File: config.mk
export PLATFORM = sky130hd
export DESIGN_NAME = traffic_light_controller_nphase_flat
export DESIGN_NICKNAME = d
export VERILOG_FILES = /design/src/rtl/traffic_light_controller_nphase_pkg.sv /design/src/rtl/traffic_light_controller_nphase_if.sv /design/src/rtl/traffic_light_controller_nphase_next_phase.sv /design/src/rtl/traffic_light_controller_nphase.sv /design/src/flat_wrapper.sv
export SDC_FILE = /design/constraint.sdc
export NUM_CORES = 1
export LEC_CHECK = 0
export CAP_MARGIN = 10
export CELL_PAD_IN_SITES_DETAIL_PLACEMENT = 0
export CELL_PAD_IN_SITES_GLOBAL_PLACEMENT = 1
export CORE_UTILIZATION = 40
export DETAILED_ROUTE_END_ITERATION = 8
export PLACE_DENSITY_LB_ADDON = 0.1
export SYNTH_ARGS = -nofsm -noshare
export SYNTH_HDL_FRONTEND = slang
export SYNTH_SLANG_ARGS = --single-unit
File: constraint.sdc
create_clock -name clk -period 2.1 [get_ports clk]
set_input_delay 0.42 -clock clk [delete_from_list [all_inputs] [get_ports clk]]
set_output_delay 0.42 -clock clk [all_outputs]
set_load 0.05 [all_outputs]
File: src/rtl/traffic_light_controller_nphase_pkg.sv
// Shared lamp codes and controller state encoding.
package tlc_pkg;

  localparam logic [1:0] LAMP_RED    = 2'b00;
  localparam logic [1:0] LAMP_YELLOW = 2'b01;
  localparam logic [1:0] LAMP_GREEN  = 2'b10;
  localparam logic [1:0] LAMP_OFF    = 2'b11;

  typedef enum logic [1:0] {
    ALL_RED,
    GREEN,
    YELLOW,
    FLASH
  } tlc_state_t;

endpackage

File: src/rtl/traffic_light_controller_nphase_if.sv
// Sensor/flash inputs and lamp/status outputs of the intersection controller.
interface tlc_if #(
  parameter int NUM_PHASES = 2
);
  localparam int PIDX_W = $clog2(NUM_PHASES);

  logic [NUM_PHASES-1:0]   sensor;
  logic                    flash_req;
  logic [2*NUM_PHASES-1:0] lights;
  logic [PIDX_W-1:0]       phase_idx;
  logic                    in_flash;

  // Environment side: drives sensors and flash request, observes lamps.
  modport master (
    output sensor, flash_req,
    input  lights, phase_idx, in_flash
  );

  // Controller side.
  modport slave (
    input  sensor, flash_req,
    output lights, phase_idx, in_flash
  );
endinterface

File: src/rtl/traffic_light_controller_nphase_next_phase.sv
// Round-robin demand arbiter: first latched phase after cur_idx, else cur_idx+1.
module tlc_next_phase #(
  parameter int NUM_PHASES = 2,
  parameter int PIDX_W     = $clog2(NUM_PHASES)
) (
  input  logic [NUM_PHASES-1:0] demand,
  input  logic [PIDX_W-1:0]     cur_idx,
  output logic [PIDX_W-1:0]     next_idx
);

  logic [PIDX_W:0] cand;
  logic            found;

  // Scan the other phases in wrap order; the current phase itself is never
  // picked by demand, so a phase that just dwelled cannot immediately repeat.
  always_comb begin
    found = 1'b0;
    cand  = {1'b0, cur_idx} + (PIDX_W+1)'(1);
    if (cand >= (PIDX_W+1)'(NUM_PHASES)) cand = cand - (PIDX_W+1)'(NUM_PHASES);
    next_idx = cand[PIDX_W-1:0];
    for (int k = 1; k < NUM_PHASES; k++) begin
      cand = {1'b0, cur_idx} + (PIDX_W+1)'(k);
      if (cand >= (PIDX_W+1)'(NUM_PHASES)) cand = cand - (PIDX_W+1)'(NUM_PHASES);
      if (!found && demand[cand[PIDX_W-1:0]]) begin
        found    = 1'b1;
        next_idx = cand[PIDX_W-1:0];
      end
    end
  end

endmodule

File: src/rtl/traffic_light_controller_nphase.sv
// Actuated N-phase traffic light controller: GREEN/YELLOW/ALL_RED per phase,
// sensor-extended green, idle-phase skipping and a blinking flash mode.
module traffic_light_controller_nphase #(
  parameter int NUM_PHASES = 2,
  parameter int CNT_W      = 8,
  parameter int GREEN_MIN  = 8,
  parameter int GREEN_MAX  = 20,
  parameter int YELLOW     = 3,
  parameter int ALL_RED    = 2,
  parameter int FLASH_HALF = 4
) (
  input  logic clk,
  input  logic reset,
  tlc_if.slave bus
);

  localparam int PIDX_W = $clog2(NUM_PHASES);

  tlc_pkg::tlc_state_t     state_q, state_d;
  logic [CNT_W-1:0]        cnt_q, cnt_d;
  logic [PIDX_W-1:0]       phase_q, phase_d;
  logic [NUM_PHASES-1:0]   demand_q, demand_d;
  logic                    blink_q, blink_d;
  logic [PIDX_W-1:0]       next_phase;
  logic [2*NUM_PHASES-1:0] lights;

  tlc_next_phase #(
    .NUM_PHASES(NUM_PHASES),
    .PIDX_W    (PIDX_W)
  ) u_next_phase (
    .demand  (demand_q),
    .cur_idx (phase_q),
    .next_idx(next_phase)
  );

  // State, dwell counter, served phase, demand latches and blink register.
  always_ff @(posedge clk) begin
    if (reset) begin
      state_q  <= tlc_pkg::ALL_RED;
      cnt_q    <= '0;
      phase_q  <= PIDX_W'(NUM_PHASES-1);
      demand_q <= '0;
      blink_q  <= 1'b0;
    end else begin
      state_q  <= state_d;
      cnt_q    <= cnt_d;
      phase_q  <= phase_d;
      demand_q <= demand_d;
      blink_q  <= blink_d;
    end
  end

  // Next-state logic; every state change clears the dwell counter.
  always_comb begin
    state_d = state_q;
    cnt_d   = cnt_q + CNT_W'(1);
    phase_d = phase_q;
    blink_d = blink_q;
    for (int i = 0; i < NUM_PHASES; i++)
      demand_d[i] = demand_q[i] |
                    (bus.sensor[i] & ~(state_q == tlc_pkg::GREEN && phase_q == PIDX_W'(i)));
    case (state_q)
      tlc_pkg::ALL_RED: begin
        if (cnt_q == CNT_W'(ALL_RED-1)) begin
          cnt_d = '0;
          if (bus.flash_req) begin
            state_d = tlc_pkg::FLASH;
            blink_d = 1'b0;
          end else begin
            state_d              = tlc_pkg::GREEN;
            phase_d              = next_phase;
            demand_d[next_phase] = 1'b0;  // entry clear beats a same-cycle set
          end
        end
      end
      tlc_pkg::GREEN: begin
        if (bus.flash_req ||
            (cnt_q >= CNT_W'(GREEN_MIN-1) && !bus.sensor[phase_q]) ||
            cnt_q == CNT_W'(GREEN_MAX-1)) begin
          state_d = tlc_pkg::YELLOW;
          cnt_d   = '0;
        end
      end
      tlc_pkg::YELLOW: begin
        if (cnt_q == CNT_W'(YELLOW-1)) begin
          state_d = tlc_pkg::ALL_RED;
          cnt_d   = '0;
        end
      end
      tlc_pkg::FLASH: begin
        if (!bus.flash_req) begin
          // Park on the last phase so the round-robin restarts at phase 0.
          state_d = tlc_pkg::ALL_RED;
          cnt_d   = '0;
          phase_d = PIDX_W'(NUM_PHASES-1);
          blink_d = 1'b0;
        end else if (cnt_q == CNT_W'(FLASH_HALF-1)) begin
          cnt_d   = '0;
          blink_d = ~blink_q;
        end
      end
      default: begin
        state_d = tlc_pkg::ALL_RED;
        cnt_d   = '0;
      end
    endcase
  end

  // Lamp decode from registered state only.
  always_comb begin
    lights = '0;
    for (int i = 0; i < NUM_PHASES; i++) begin
      case (state_q)
        tlc_pkg::GREEN:  lights[2*i +: 2] = (phase_q == PIDX_W'(i)) ? tlc_pkg::LAMP_GREEN  : tlc_pkg::LAMP_RED;
        tlc_pkg::YELLOW: lights[2*i +: 2] = (phase_q == PIDX_W'(i)) ? tlc_pkg::LAMP_YELLOW : tlc_pkg::LAMP_RED;
        tlc_pkg::FLASH:  lights[2*i +: 2] = blink_q ? tlc_pkg::LAMP_OFF : tlc_pkg::LAMP_RED;
        default:         lights[2*i +: 2] = tlc_pkg::LAMP_RED;
      endcase
    end
  end

  assign bus.lights    = lights;
  assign bus.phase_idx = phase_q;
  assign bus.in_flash  = (state_q == tlc_pkg::FLASH);

endmodule

File: src/flat_wrapper.sv
// flat-port wrapper written by rule: the top's interface ports become plain ports
module traffic_light_controller_nphase_flat 
#(
  parameter int NUM_PHASES = 2,
  parameter int CNT_W      = 8,
  parameter int GREEN_MIN  = 8,
  parameter int GREEN_MAX  = 20,
  parameter int YELLOW     = 3,
  parameter int ALL_RED    = 2,
  parameter int FLASH_HALF = 4
)
  (clk, reset, bus_sensor, bus_flash_req, bus_lights, bus_phase_idx, bus_in_flash);
  tlc_if #(.NUM_PHASES(NUM_PHASES)) bus_i ();
  input  logic clk;
  input  logic reset;
  input wire logic [$bits(bus_i.sensor)-1:0] bus_sensor;
  input wire logic [$bits(bus_i.flash_req)-1:0] bus_flash_req;
  output wire logic [$bits(bus_i.lights)-1:0] bus_lights;
  output wire logic [$bits(bus_i.phase_idx)-1:0] bus_phase_idx;
  output wire logic [$bits(bus_i.in_flash)-1:0] bus_in_flash;
  assign bus_i.sensor = bus_sensor;
  assign bus_i.flash_req = bus_flash_req;
  assign bus_lights = bus_i.lights;
  assign bus_phase_idx = bus_i.phase_idx;
  assign bus_in_flash = bus_i.in_flash;
  traffic_light_controller_nphase #(.NUM_PHASES(NUM_PHASES), .CNT_W(CNT_W), .GREEN_MIN(GREEN_MIN), .GREEN_MAX(GREEN_MAX), .YELLOW(YELLOW), .ALL_RED(ALL_RED), .FLASH_HALF(FLASH_HALF)) u_core (.clk(clk), .reset(reset), .bus(bus_i));
endmodule
==> qor.yml <==
syn_area_per_cell_sq_um: 8.937
synthCells: 91
dieWidth_um: 47.09
grt_pass1_wl_mm: 2.677
boundaryPins: 11
num_antenna_cells: 0
cp-end-kind: "output port"
worstMarginPinSlew_ns: 0.4976
fill_cells: 181
min_period_ns: 1.880
clk_path_buf_depth: 2
wl_met2_um: 705
grt_antenna_before_repair: 0
clock_latency_ns: 0.27
ys.flop_type: "dfxtp_1"
grt_max_degree: 13
required_ns: 1.68
drt-initial-drc-count: 12
skew_ns: 0.004171
synth_cell_types: 34
rsz0062_at_grt: "no"
slew_headroom_pct: 66.57
cp.arrival_ns: 1.46
yosysWarningCount: 0
path_class: "reg2out"
seqCellArea_sq_um: 240.2
hold_violations: 0
track_usage_pct: 17.55
cts_tree: "done"
final_cell_mix: "12 x a21oi_1, 12 x dfxtp_1, 11 x nand3_1"
core-area_sq_um: 1821
rows: 15
synth-seq-area-share_pct: 29.54
wl_met1_um: 872
start_kind: "register"
drc: 0
grt.overflow.total: 0
grt_pass1_vias: 574
ir_worst_vdd_v: 0.0005572
cts_num_sinks: 12
ys_ff_latch: 12
clock-root-buffer: "clkbuf_4"
areaGrowthSynthToFinish_pct: 21.08
wl_mm: 1.644
postRouteAntennaNets: 0
p_leak_nw: 0.3824
whs_ns: 0.5100
vias_per_cell: 5.433
fin_crit_sh_pct: 89.55
hold_class: "reg2reg"
cts_inserted_buffers: 3
critPathMaxFanout: 12
htreeDepth: 1
cap_violations: 0
top_layer: "met4"
io_buffers: 10
post_cts_resized: 0
p_total_w: 0.001075
setup_violations: 0
fin_nets: 111
multi_input_area_sq_um: 518.0
p_per_area_nw_per_um2: 1091
post_cts_buffers: 0
dr.pass1.iters: 4
layout-drive-gt1-share_pct: 17.65
holdBufCountCts: 0
initial_utilization_pct: 44.67
gp_congestion: 0.7338
async_reset_ff_share_pct: 0
dieArea_sq_um: 2217
post-dp-hpwl_mm: 1.220
drv_slew: 0
syn_area_sq_um: 813.3
max_freq_mhz: 531.8
clk_pin_slew_ns: 0.08
chipHeight_um: 47.09
vias: 690
synthesis.nets: 99
detail_route.wl_per_cell_um: 12.94
synth-edff-count: 0
wl_met3_um: 51
setup_tns_ns: 0
status: "finished, final reports clean"
## cell usage after synthesis (all sizes together), types with 2 or more instances
master / number / area (sq um)
xnor2: 2 / 17.52
a21boi: 2 / 18.77
a21oi: 12 / 60.06
a21o: 2 / 16.27
ha: 3 / 37.54
nand3: 11 / 55.05
nor2: 2 / 7.510
nand4: 2 / 12.51
xor2: 4 / 35.03
o211ai: 2 / 20.02
mux2i: 2 / 20.02
dfxtp: 12 / 240.2
a31oi: 2 / 12.51
buf: 2 / 22.52
inv: 5 / 18.77
nand2: 7 / 26.28
and3: 3 / 21.27
nand3b: 2 / 15.01
nor3b: 3 / 22.52
## routing by layer
metal	vias to the layer above	GRT usage, %
li1	360	-
met1	316	25.58
met2	12	25.28
met3	2	3.462
met4	0	6.857
met5	-	0
## power breakdown
group	total, W	leakage (nW)	internal (W)	switching [W]
clock	0.000184	0.0210	0.000105	0.0000787
combinational	0.000540	0.264	0.000242	0.000298
sequential	0.000351	0.0976	0.000270	0.0000805
total	0.00107	0.382	0.000617	0.000457
## critical path, cell delays in order (launching register included)
cell,delay [ns]
dfxtp_1,0.56
nand2b_1,0.18
nand2_1,0.06
a21oi_1,0.23
buf_12,0.17
## registers in the layout (all words and copies together) (netlist names)
register	flops
u_core.blink_q	1
u_core.bus.phase_idx	1
u_core.state_q	2
u_core.cnt_q	8
## final timing paths
kind                                       start                    endpoint  slack, ns  depth (start not counted)
hold reg to reg       u_core.cnt_q[0]$_SDFF_PP0_  u_core.cnt_q[0]$_SDFF_PP0_       0.51                          1
hold / removal        u_core.cnt_q[0]$_SDFF_PP0_  u_core.cnt_q[0]$_SDFF_PP0_       0.51                          1
setup / recovery  u_core.state_q[0]$_SDFFE_PP0P_               bus_lights[0]       0.22                          4
setup reg to reg      u_core.cnt_q[3]$_SDFF_PP0_  u_core.cnt_q[3]$_SDFF_PP0_       0.31                          4
## logic make-up after synthesis
| kind of cell | Yosys count | share of synthesized area, % |
|---|---|---|
| simple gates | 34 | 25.23 |
| compound gates | 25 | 23.54 |
| flops | 12 | 29.54 |
| buf+inv | 8 | 6.769 |
| xor+xnor | 6 | 6.461 |
| mux | 3 | 3.846 |
| fa+ha+maj | 3 | 4.616 |
## final cells by class
cell class | count | area share (%)
multi-input cells | 71 | 52.60
flip-flops and latches | 12 | 24.40
repair buffers | 10 | 14.23
clock buffers | 4 | 3.685
well taps | 25 | 3.177
inverters | 5 | 1.906
## through the flow
stage	cells	setup slack [ns]	area, sq um	util [%]
floorplan	91	0.05988	813.3	-
global placement	123	0.3335	945.9	51.96
detailed placement	123	0.2990	945.9	51.96
CTS	127	0.05693	982.2	53.95
global route	127	0.1458	984.7	54.09
finish	127	0.2195	984.7	54.09
Power figures use the tool's default switching activity.
